[src/rtl/shiftsub.sv]
// rtl/shiftsub.sv - sequential signed restoring divider, 2*WIDTH / WIDTH -> WIDTH quotient and remainder
`timescale 1ns/1ps
module shiftsub #(
  parameter int WIDTH = 16
) (
  input  logic                 clk,
  input  logic                 reset,
  input  logic                 start,
  input  logic [2*WIDTH-1:0]   dividend,
  input  logic [WIDTH-1:0]     divisor,
  output logic [WIDTH-1:0]     quotient,
  output logic [WIDTH-1:0]     remainder,
  output logic                 busy,
  output logic                 done,
  output logic                 ovf,
  output logic                 div_zero
);

  localparam int CW = (WIDTH > 1) ? $clog2(WIDTH) : 1;
  localparam logic [WIDTH-1:0] Q_MAX = {1'b0, {(WIDTH-1){1'b1}}};
  localparam logic [WIDTH-1:0] Q_MIN = {1'b1, {(WIDTH-1){1'b0}}};

  typedef enum logic [1:0] {IDLE, CALC, SIGN} state_t;

  state_t            state;
  logic [WIDTH-1:0]  rem;
  logic [WIDTH-1:0]  dvd;
  logic [WIDTH-1:0]  dvs;
  logic [CW-1:0]     cnt;
  logic              sign_q;
  logic              sign_r;
  logic              early_ovf;
  logic              dz;

  logic [2*WIDTH-1:0] dividend_mag;
  logic [WIDTH-1:0]   divisor_mag;
  logic [WIDTH:0]     shift_val;
  logic [WIDTH:0]     diff;
  logic               take;
  logic               range_ovf;
  logic               any_ovf;
  logic               sat_neg;

  // Unary minus on the full width keeps the most-negative operands as exact unsigned magnitudes.
  assign dividend_mag = dividend[2*WIDTH-1] ? -dividend : dividend;
  assign divisor_mag  = divisor[WIDTH-1]    ? -divisor  : divisor;

  // The partial remainder stays below the divisor, so only WIDTH bits need storing;
  // the trial compare/subtract is done WIDTH+1 bits wide.
  assign shift_val = {rem, dvd[WIDTH-1]};
  assign diff      = shift_val - {1'b0, dvs};
  assign take      = shift_val >= {1'b0, dvs};

  assign range_ovf = sign_q ? (dvd[WIDTH-1] & (|dvd[WIDTH-2:0])) : dvd[WIDTH-1];
  assign any_ovf   = dz | early_ovf | range_ovf;
  assign sat_neg   = dz ? sign_r : sign_q;

  always_ff @(posedge clk or negedge reset) begin
    if (!reset) begin
      state     <= IDLE;
      rem       <= '0;
      dvd       <= '0;
      dvs       <= '0;
      cnt       <= '0;
      sign_q    <= 1'b0;
      sign_r    <= 1'b0;
      early_ovf <= 1'b0;
      dz        <= 1'b0;
      quotient  <= '0;
      remainder <= '0;
      busy      <= 1'b0;
      done      <= 1'b0;
      ovf       <= 1'b0;
      div_zero  <= 1'b0;
    end else begin
      done <= 1'b0;
      case (state)
        IDLE: begin
          if (start) begin
            rem       <= dividend_mag[2*WIDTH-1:WIDTH];
            dvd       <= dividend_mag[WIDTH-1:0];
            dvs       <= divisor_mag;
            sign_q    <= dividend[2*WIDTH-1] ^ divisor[WIDTH-1];
            sign_r    <= dividend[2*WIDTH-1];
            early_ovf <= dividend_mag[2*WIDTH-1:WIDTH] >= divisor_mag;
            dz        <= (divisor == '0);
            cnt       <= '0;
            busy      <= 1'b1;
            state     <= CALC;
          end
        end
        CALC: begin
          rem <= take ? diff[WIDTH-1:0] : shift_val[WIDTH-1:0];
          dvd <= {dvd[WIDTH-2:0], take};
          cnt <= cnt + 1'b1;
          if (cnt == CW'(WIDTH-1)) state <= SIGN;
        end
        SIGN: begin
          quotient  <= any_ovf ? (sat_neg ? Q_MIN : Q_MAX) : (sign_q ? -dvd : dvd);
          remainder <= any_ovf ? '0 : (sign_r ? -rem : rem);
          ovf       <= any_ovf;
          div_zero  <= dz;
          done      <= 1'b1;
          busy      <= 1'b0;
          state     <= IDLE;
        end
        default: state <= IDLE;
      endcase
    end
  end

endmodule

[config.mk]
export PLATFORM = sky130hd
export DESIGN_NAME = shiftsub
export DESIGN_NICKNAME = d
export VERILOG_FILES = /design/src/rtl/shiftsub.sv
export SDC_FILE = /design/constraint.sdc
export NUM_CORES = 1
export LEC_CHECK = 0
export ABC_CLOCK_PERIOD_IN_PS = 5320
export CAP_MARGIN = 20
export CORE_ASPECT_RATIO = 0.75
export CORE_MARGIN = 1
export CORE_UTILIZATION = 45
export DETAILED_ROUTE_END_ITERATION = 8
export PLACE_DENSITY = 0.66
export SKIP_LAST_GASP = 1
export SYNTH_ARGS = -nofsm -noshare
export SYNTH_HDL_FRONTEND = slang
export SYNTH_SLANG_ARGS = --single-unit
[constraint.sdc]
create_clock -name clk -period 5.32 [get_ports clk]
set_input_delay 0.798 -clock clk [delete_from_list [all_inputs] [get_ports clk]]
set_output_delay 0.798 -clock clk [all_outputs]
set_load 0.02 [all_outputs]
# == After elaboration in Yosys (flattened, before gate mapping) ==
# Cells that the tools add are included.
# op_classes
n_addsub,6
order_cmp,2
eq_ne,5
n_mux,22
bitwise,4
reduce_logical,9
# op_table
op,n
16-bit two-way mux,9
16-bit one-hot mux with 2 select lines,2
16-bit negation,3
32-bit two-way mux,1
32-bit negation,1
17-bit by 16-bit >= comparator with 1-bit output,1
16-bit >= comparator,1
16-bit logical NOT,1
16-bit subtractor,1
15-bit OR reduction,1
4-bit one-hot mux with 2 select lines,1
2-bit AND reduction,4
"4-bit by 1-bit adder with 4-bit output, second input constant",1
"4-bit equality test, second input constant",1
1-bit two-way mux,4
2-bit two-way mux,2
4-bit two-way mux,1
"2-bit inequality test, second input constant",2
2-bit one-hot mux with 2 select lines,1
2-bit nonzero test,2
"2-bit by 1-bit equality test with 1-bit output, second input constant",1
"2-bit equality test, second input constant",1
2-bit logical NOT,1
1-bit OR,2
3 further kinds,3
# word_totals
ff_bits,94
in_bits,51
out_inout_bits,36

# == Depth between registers and ports, before layout ==
# Gate-level depths: netlist of the first run.
# logic_depth
depth_word,5
mapped_depth,13
ltp_nobuf,13

# == Worst setup path after synthesis of the first run ==
# No wires, ideal clock.
# synth_timing
kind,input port to flip-flop
start,input dividend[10]
end,register early_ovf
setup_ps,127
t_arrival_ps,3520
required_ps,5193
slack_ps,1674
stages,11
path_cell_list,or3_4 > or4_4 > or4_4 > buf_6 > o41a_1 > xor2_1 > ha_1 > a21o_1 > nand2_1 > a31o_2 > o31ai_1
# synth_between
elab_chain_len,3
# synth_lines
element,line,source
"start, declared",9,"input logic [2*WIDTH-1:0] dividend,"
32-bit negation,45,assign dividend_mag = dividend[2*WIDTH-1] ? -dividend : dividend;
32-bit two-way mux,45,
16-bit >= comparator,85,early_ovf <= dividend_mag[2*WIDTH-1:WIDTH] >= divisor_mag;
"end signal, assigned",85,
"end, declared",32,logic early_ovf;
# No other way between the ends.
# A chain may end at the register's enable or synchronous reset.

# == Worst setup path after layout of the first run ==
# Same ends and word-level chain as after synthesis.

==> metrics, run 1 <==
Post-CTS Setup Inserts 0; largest net degree at the start of global routing 60; initial DRC count 414; Synth Instances 747; final number of hold-violating endpoints 0; Static Leakage 3.30 nW; period utilisation layout 73.7%; Period minus WS final 3.92 ns; global-route wire length before repair 29000 um; Multi-input gate area 3900 um^2; Max clock buf depth 2; Hold WC Path Type in -> async; Post-synth top flop dfrtp_1; CP Class in -> reg; Die Wd 141 um; # setup viols final 0; final antenna-violating net count 0; DRT Wirelength 17600 um; Residual DRC 0; GRT Total Usage 25.0%; overall via count from detail_route 5840; slowest CP cell or4_4; synthesized net count 836; num ports 87; post-synthesis register bit count 94; Worst R2R End remainder[15]; total congestion overflow 0; FMAX 255 MHz; Slew Limit Headroom 44.6%; # resized after CTS 0; effective utilization at floorplan 46.8%; Arrival @ worst endpoint 4.15 ns; commonest non-fill, non-tap cell in the layout nand2_1; cell at the root of the clock tree clkbuf_16; P&R area growth vs syn 20.0%; CP max stage delay 0.57 ns; status completed; num rows 37; DP Worst Slack 1.04 ns; Design Power 4.69 mW; critical path required time 5.55 ns; latest clock arrival within the worst-skew pair 0.35 ns; Clock transition at path regs 0.06 ns; Vias/cell 5.76; unrepaired setup endpoints after global routing no; initial antenna violation count 0; combinational family with the most area after synthesis compound AO/OA/AOI/OAI gates; total placed instance area 7540 um^2; sequential cell area 2350 um^2; I/O Buffers 86; post-route setup slack 1.40 ns; post-synthesis simple-gate area fraction 15.9%; fillers 1261; most frequent cells in the layout nand2_1 (98), dfrtp_1 (94), o21ai_0 (88); Async SR Flop Fraction 100%; synth warn 0; CP bufs+invs 1; DR WL/cell 17.4 um; CP Capture Type register; fin. max-slew vios 0; CTS Hold Bufs 0; clock skew 0.00808 ns; crit-path cells clkdlybuf4s50_1, or3_4, or4_4, or4_4, o41a_1, xor2_1, ha_1, a21o_1, nand2_1, a31o_2, o31ai_1; ANT cells 0; Die Span Y 106 um; R2R cell count 6; share of cells above drive strength 1 4.15%; clk sinks 94; CP top delay family simple AND/OR/NAND/NOR gates; Worst R2R Setup Slack 2.34 ns; die area 15000 um^2; Startpoint Class input port; Power per Cell Area 599 nW/um^2; maxcap violations 0; GPL Wtd Cong 0.836; worst-case vdd ir drop 240 uV; First-pass DRT Iterations 5; CTS tree built; XOR/XNOR Fraction of Synth Area 11.3%; sequential area share after synthesis 36.1%; Distinct cells, synth 62; r2r startpoint dvd[5]; final setup TNS 0 ns; CP most frequent cell or4_4; Slew @ Worst Pin 0.824 ns; clock buffer count from CTS 9; Net count, final 904; final non-filler cell area 7830 um^2; proportion of synthesized area in mux cells 1.25%; CP max FO 7; fin util 56.2%; vias in the first global route 5502; Synth Area per Inst 8.73 um^2; Compound-Gate Fraction of Synth Area 23.9%; core area 13900 um^2; # H-tree levels 3; Post-DP HPWL 13900 um; Post-synth EDFFs 0; adder-cell share of the synthesized area 7.41%; cell area after synthesis 6520 um^2
[report_power, final]
part	total, mW	internal (mW)	switching, mW	leakage (nW)
clock	0.635	0.362	0.273	0.135
combinational	2.62	1.18	1.45	2.03
sequential	1.43	1.03	0.397	1.14
[worst max path at each step]
stage	from	to	slack, ns	depth (start not counted)
finish	dividend[10]	early_ovf	1.40	11
global route	dividend[6]	early_ovf	1.12	13
CTS	dividend[10]	early_ovf	1.41	11
detailed placement	dividend[10]	early_ovf	1.04	11
global placement	dividend[10]	early_ovf	1.10	12
floorplan	dividend[10]	early_ovf	1.67	11
[cells by family (layout without fill, tap and decap cells)]
| logic type | Yosys count | after routing |
|---|---|---|
| compound gates | 234 | 234 |
| simple gates | 218 | 218 |
| flops | 94 | 94 |
| xor+xnor | 84 | 84 |
| buf+inv | 71 | 143 |
| fa+ha+maj | 38 | 38 |
| mux | 8 | 8 |
[cell type report]
class	instances	share of cell area, %
multi-input cells	582	49.8
clock buffers	10	2.93
well taps	195	3.12
inverters	35	1.68
flip-flops and latches	94	30.1
clock inverters	5	0.752
repair buffers	93	11.6
[flip-flops by register name (all words and copies together) (netlist names)]
name,cells
busy,1
cnt,4
div_zero,1
done,1
dvd,16
dvs,16
dz,1
early_ovf,1
ovf,1
quotient,16
rem,16
remainder,16
sign_q,1
sign_r,1
state,2
[cell usage after synthesis, types with 6 or more instances]
cell      number  share of area [%]
a21o_1         7               0.81
a21oi_1       14                1.1
a22o_1        12                1.6
a22oi_1       25                2.9
and3_1         7               0.67
clkbuf_1      34                2.0
dfrtp_1       94                 36
ha_1          37                7.1
inv_1         35                2.0
mux2i_1        7                1.1
nand2_1       98                5.6
nand2b_1       6               0.58
nand3_1       17                1.3
nor2_1        35                2.0
nor2b_1        6               0.58
nor3_1         9               0.69
nor4_1         8               0.77
o21a_1         8               0.92
o21ai_0       88                6.8
o31ai_1       32                3.7
o41ai_1       12                1.6
or4_1          6               0.69
xnor2_1       38                5.1
xor2_1        46                6.2
[per-stage QoR]
stage               std cells  hold WS (ns)
global placement          999         0.463
detailed placement        999         0.472
global route             1014         0.422
CTS                      1014         0.397
finish                   1014         0.387
floorplan                 747         0.450
[worst register-to-register path, delay by kind of cell (launching register included)]
kind	cells	cell delay (ns)
simple gates	4	1.85
compound gates	2	0.64
flops	1	0.43
[per-layer routing]
layer  wire length, um  global-route usage, %  vias to the layer above  part of all wire, %
met1              9080                   38.7                     2759                   52
met3              1100                   3.92                       14                  6.3
met2              7210                   35.9                      210                   41
li1                  -                      -                     2857                    -
met4               221                   6.52                        0                  1.3
met5                 0                      0                        -                    0
No activity file was read; power rests on OpenSTA's default activity.
==> run 2: changes to the inputs <==
- ABC_CLOCK_PERIOD_IN_PS: 5320 -> 3600
- PLACE_DENSITY: 0.66 -> 0.69
- clock period: 5.32 -> 3.6 ns (I/O delays scaled with it)
==> run 2 against run 1 <==
Largest power group unchanged. Worst hold slack worse by 0.20 ns. Worst setup slack worse by 1.3 ns. Non-clock buffer count is 51 higher. Critical endpoint unchanged. Critical path depth up 1. Clock skew about the same. Register-to-register slack got worse by 1.6 ns. Sequential share of layout area down 1.7 points. Design area up 6.0%. Sequential power up 46%. Via count increased by 4.6%. Die area unchanged.
==> metrics, run 2 (synthesis gave the netlist of run 1 again) <==
# H-tree levels 3; Arrival @ worst endpoint 3.70 ns; DRT Wirelength 18500 um; commonest non-fill, non-tap cell in the layout nand2_1; Power per Cell Area 848 nW/um^2; latest clock arrival within the worst-skew pair 0.35 ns; Startpoint Class input port; effective utilization at floorplan 46.8%; Slew @ Worst Pin 0.887 ns; DP Worst Slack -0.349 ns; num rows 37; status completed; DR WL/cell 17.4 um; clock buffer count from CTS 9; initial antenna violation count 0; FMAX 289 MHz; GRT Total Usage 26.3%; final antenna-violating net count 0; maxcap violations 0; CP Capture Type register; critical path required time 3.84 ns; fin. max-slew vios 0; # setup viols final 0; Die Span Y 106 um; P&R area growth vs syn 27.2%; Period minus WS final 3.46 ns; First-pass DRT Iterations 6; Hold WC Path Type in -> async; overall via count from detail_route 6111; I/O Buffers 86; cell at the root of the clock tree clkbuf_16; period utilisation layout 96.0%; core area 13900 um^2; Net count, final 955; Vias/cell 5.73; CP Class in -> reg; Post-CTS Setup Inserts 0; Max clock buf depth 2; CP bufs+invs 1; ANT cells 0; worst-case vdd ir drop 334 uV; num ports 87; initial DRC count 418; die area 15000 um^2; GPL Wtd Cong 0.884; slowest CP cell or4_4; CP max FO 7; fin util 59.5%; Slew Limit Headroom 40.9%; most frequent cells in the layout nand2_1 (97), dfrtp_1 (94), o21ai_0 (87); global-route wire length before repair 30400 um; final number of hold-violating endpoints 0; Static Leakage 3.57 nW; CP max stage delay 0.55 ns; Clock transition at path regs 0.07 ns; CP top delay family simple AND/OR/NAND/NOR gates; # resized after CTS 0; CTS Hold Bufs 0; total congestion overflow 0; Post-DP HPWL 14500 um; Residual DRC 0; share of cells above drive strength 1 11.1%; CTS tree built; post-route setup slack 0.145 ns; CP most frequent cell or4_4; Die Wd 141 um; largest net degree at the start of global routing 89; clock skew 0.00842 ns; vias in the first global route 5775; Design Power 7.03 mW; crit-path cells clkdlybuf4s50_1, or3_4, or4_4, or4_4, nand2_2, xnor2_2, ha_1, a21o_1, a211oi_2, o31ai_2, a221oi_2, o31ai_1; clk sinks 94
run 2: metal layers:
layer	vias up	global-route usage (%)	wire length, um	part of all wire, %
met5	-	0	0	0
met1	2904	38.8	9250	50
li1	2961	-	-	-
met2	233	39.8	7870	43
met4	0	5.43	182	0.98
met3	13	4.91	1200	6.5
run 2: where the power goes:
| part | internal [mW] | switching, mW | total [mW] |
|---|---|---|---|
| Combinational | 1.79 | 2.16 | 3.95 |
| Clock | 0.549 | 0.443 | 0.992 |
| Sequential | 1.52 | 0.570 | 2.09 |
| Total | 3.86 | 3.17 | 7.03 |
run 2: path summary, 6_finish.rpt:
path,end,slack [ns],start,depth (start not counted)
worst max-delay path,early_ovf,0.14,dividend[10],12
worst min-delay path,dvd[10],0.19,reset,1
worst max register to register,rem[14],0.71,rem[4],8
worst min register to register,quotient[4],0.48,quotient[4],2
max in group asynchronous,remainder[11],2.74,reset,2
min in group clk,quotient[4],0.48,quotient[4],2
run 2: metrics by stage:
| stage | setup TNS (ns) | instance area, um^2 | instances | hold WS [ns] |
|---|---|---|---|---|
| after floorplan | 0 | 6520 | 747 | 0.244 |
| after global placement | -0.312 | 7910 | 1049 | 0.462 |
| after detailed placement | -0.357 | 7910 | 1049 | 0.469 |
| after CTS | 0 | 8220 | 1065 | 0.455 |
| after global routing | -0.0103 | 8290 | 1066 | 0.228 |
| final | 0 | 8290 | 1066 | 0.188 |
run 2: layout make-up:
cell class | count | area, um^2
clock buffer | 9 | 225
clock inverter | 7 | 81.3
fill | 1212 | 5640
inverter | 35 | 131
multi-input combinational | 582 | 3950
sequential | 94 | 2350
tap | 195 | 244
timing repair buffer | 144 | 1310
==> run 3: changes to the inputs <==
- ABC_CLOCK_PERIOD_IN_PS: 3600 -> 2800
- RECOVER_POWER: unset -> 100
- clock period: 3.6 -> 2.8 ns (I/O delays scaled with it)
==> run 3 against run 2 <==
The flow now finishes with violations (negative setup slack). Count of clock-buffer cells in the layout rose by 1. Sequential power up 22%. Power grew 32%. Global-route usage up 0.65 points. Flip-flop and latch count is the same. Clock power up 31%. Core utilization grew 5.2 points. Non-clock buffer count increased by 77.
==> metrics, run 3 (synthesis gave the netlist of run 1 again) <==
status finished with violations; failing checks negative setup slack; GPL Wtd Cong 0.871; vias in the first global route 6098; Max clock buf depth 2; CTS tree built; Psw 4.15 mW; Vias/cell 5.53; num ports 87; Net count, final 1032; FMAX 324 MHz; final non-filler cell area 9020 um^2; share of cells above drive strength 1 20.1%; Flop pwr share 27.5%; global-route wire length before repair 31200 um; # setup viols final 1; Residual DRC 0; largest net degree at the start of global routing 57; Top Layer Used met4; Slew @ Worst Pin 1.32 ns; core area 13900 um^2; DP Worst Slack -1.07 ns; fin util 64.7%; Startpoint Class input port; clk sinks 94; internal power 5.16 mW; critical path required time 3.07 ns; Static Leakage 4.11 nW; WL met3 1100 um; CP Class in -> reg; ANT cells 0; Arrival @ worst endpoint 3.35 ns; Switching Share 44.6%; GRT Total Usage 26.9%; fin. max-slew vios 0; clock skew 0.00899 ns; # H-tree levels 3; total congestion overflow 0; DRT Wirelength 19000 um; die area 15000 um^2; most frequent cells in the layout buf_4 (122), nand2_1 (97), dfrtp_1 (94); Post-DP HPWL 14900 um; CP Capture Type register; Clock transition at path regs 0.07 ns; Slew Limit Headroom 12.1%; period utilisation layout 110%; unrepaired setup endpoints after global routing yes; CP most frequent cell or3_1; routed metal-1 wire length 9540 um; commonest non-fill, non-tap cell in the layout buf_4; DR WL/cell 16.7 um; Comb pwr share 58.5%; Die Span Y 106 um; Multi-input gate area 4120 um^2; CP max FO 3; I/O Buffers 86; cell at the root of the clock tree clkbuf_16; final number of hold-violating endpoints 0; Hold WC Path Type in -> async; Design Power 9.31 mW; clock buffer count from CTS 9; P&R area growth vs syn 38.3%; crit-path cells dlygate4sd2_1, or4_4, or4_1, or2_4, or3_1, or3_1, ha_4, nand4_1, a31o_2, o31ai_1; num rows 37; sequential cell area 2350 um^2; effective utilization at floorplan 46.8%; slowest CP cell or4_1; initial DRC count 483; First-pass DRT Iterations 5; total placed instance area 8440 um^2; CP max stage delay 0.49 ns; post-route setup slack -0.288 ns; final antenna-violating net count 0; metal2 WL 8090 um; Period minus WS final 3.09 ns; Power per Cell Area 1030 nW/um^2; clock share of power 14.0%; initial antenna violation count 0; fillers 1170; final setup TNS -0.288 ns; maxcap violations 0; latest clock arrival within the worst-skew pair 0.36 ns; Die Wd 141 um; overall via count from detail_route 6319; worst-case vdd ir drop 462 uV
==> run 3: changes by cell type in the layout (fill, tap and decap cells not counted), sizes merged <==
cell           change
clkinv             -1
dlymetal6s2s       +9
dlygate4sd2        +4
clkdlybuf4s15      +2
clkbuf            +12
buf               +69
clkdlybuf4s50     -56
dlygate4sd3       +38
==> run 3: worst paths after layout <==
check                                   from            to  slack (ns)  depth (start not counted)
worst max-delay path              divisor[5]     early_ovf       -0.29                         10
worst min-delay path                   reset        dvd[9]        0.29                          1
worst max register to register        rem[0]        rem[9]        0.01                          8
worst min register to register  remainder[2]  remainder[2]        0.47                          2
max in group asynchronous              reset        rem[1]        0.69                          2
min in group clk                remainder[2]  remainder[2]        0.47                          2
==> run 3: cell type report <==
class | count | area share, %
Clock buffer | 10 | 2.65
Clock inverter | 6 | 0.819
Inverter | 35 | 1.46
Multi-Input combinational cell | 582 | 45.7
Sequential cell | 94 | 26.1
Tap cell | 195 | 2.71
Timing Repair Buffer | 221 | 20.6
==> run 3: timing repair <==
item / 4_1_cts / 5_1_grt
setup buffers: 7 / 3
endpoints found under the hold margin: 0 / 0
setup endpoints to repair: 8 / 11
gates resized for setup: 58 / 22
cloned: 0 / 0
hold buffers: 0 / 0
pin swaps: 34 / 8
==> run 3: stage by stage <==
| step | hold slack, ns | instances |
|---|---|---|
| 6_report | 0.287 | 1143 |
| 5_1_grt | 0.381 | 1143 |
| 3_5_place_dp | 0.465 | 1117 |
| 2_1_floorplan | 0.124 | 747 |
| 3_3_place_gp | 0.451 | 1117 |
| 4_1_cts | 0.0784 | 1140 |
==> run 3: worst max-delay path, delay by kind of cell <==
kind                     cells  cell delay, ns
AND/OR/NAND/NOR              6            2.12
adder cells (fa/ha/maj)      1            0.30
AO/OA/AOI/OAI                2            0.27
buffers and inverters        1            0.24
==> run 3: power by group through the flow <==
stage	Clock (mW)	Sequential, mW	Combinational (mW)
floorplan	0	2.62	3.48
finish	1.30	2.56	5.45
detailed placement	0	2.58	5.43
CTS	1.32	2.55	5.49
global route	1.38	2.65	6.04
global placement	0	2.54	5.30
==> run 3: layer usage <==
| metal | track usage (%) | vias to the layer above |
|---|---|---|
| met5 | 0 | - |
| met4 | 7.22 | 0 |
| met3 | 5.59 | 24 |
| met2 | 40.5 | 189 |
| met1 | 39.1 | 2991 |
| li1 | - | 3115 |
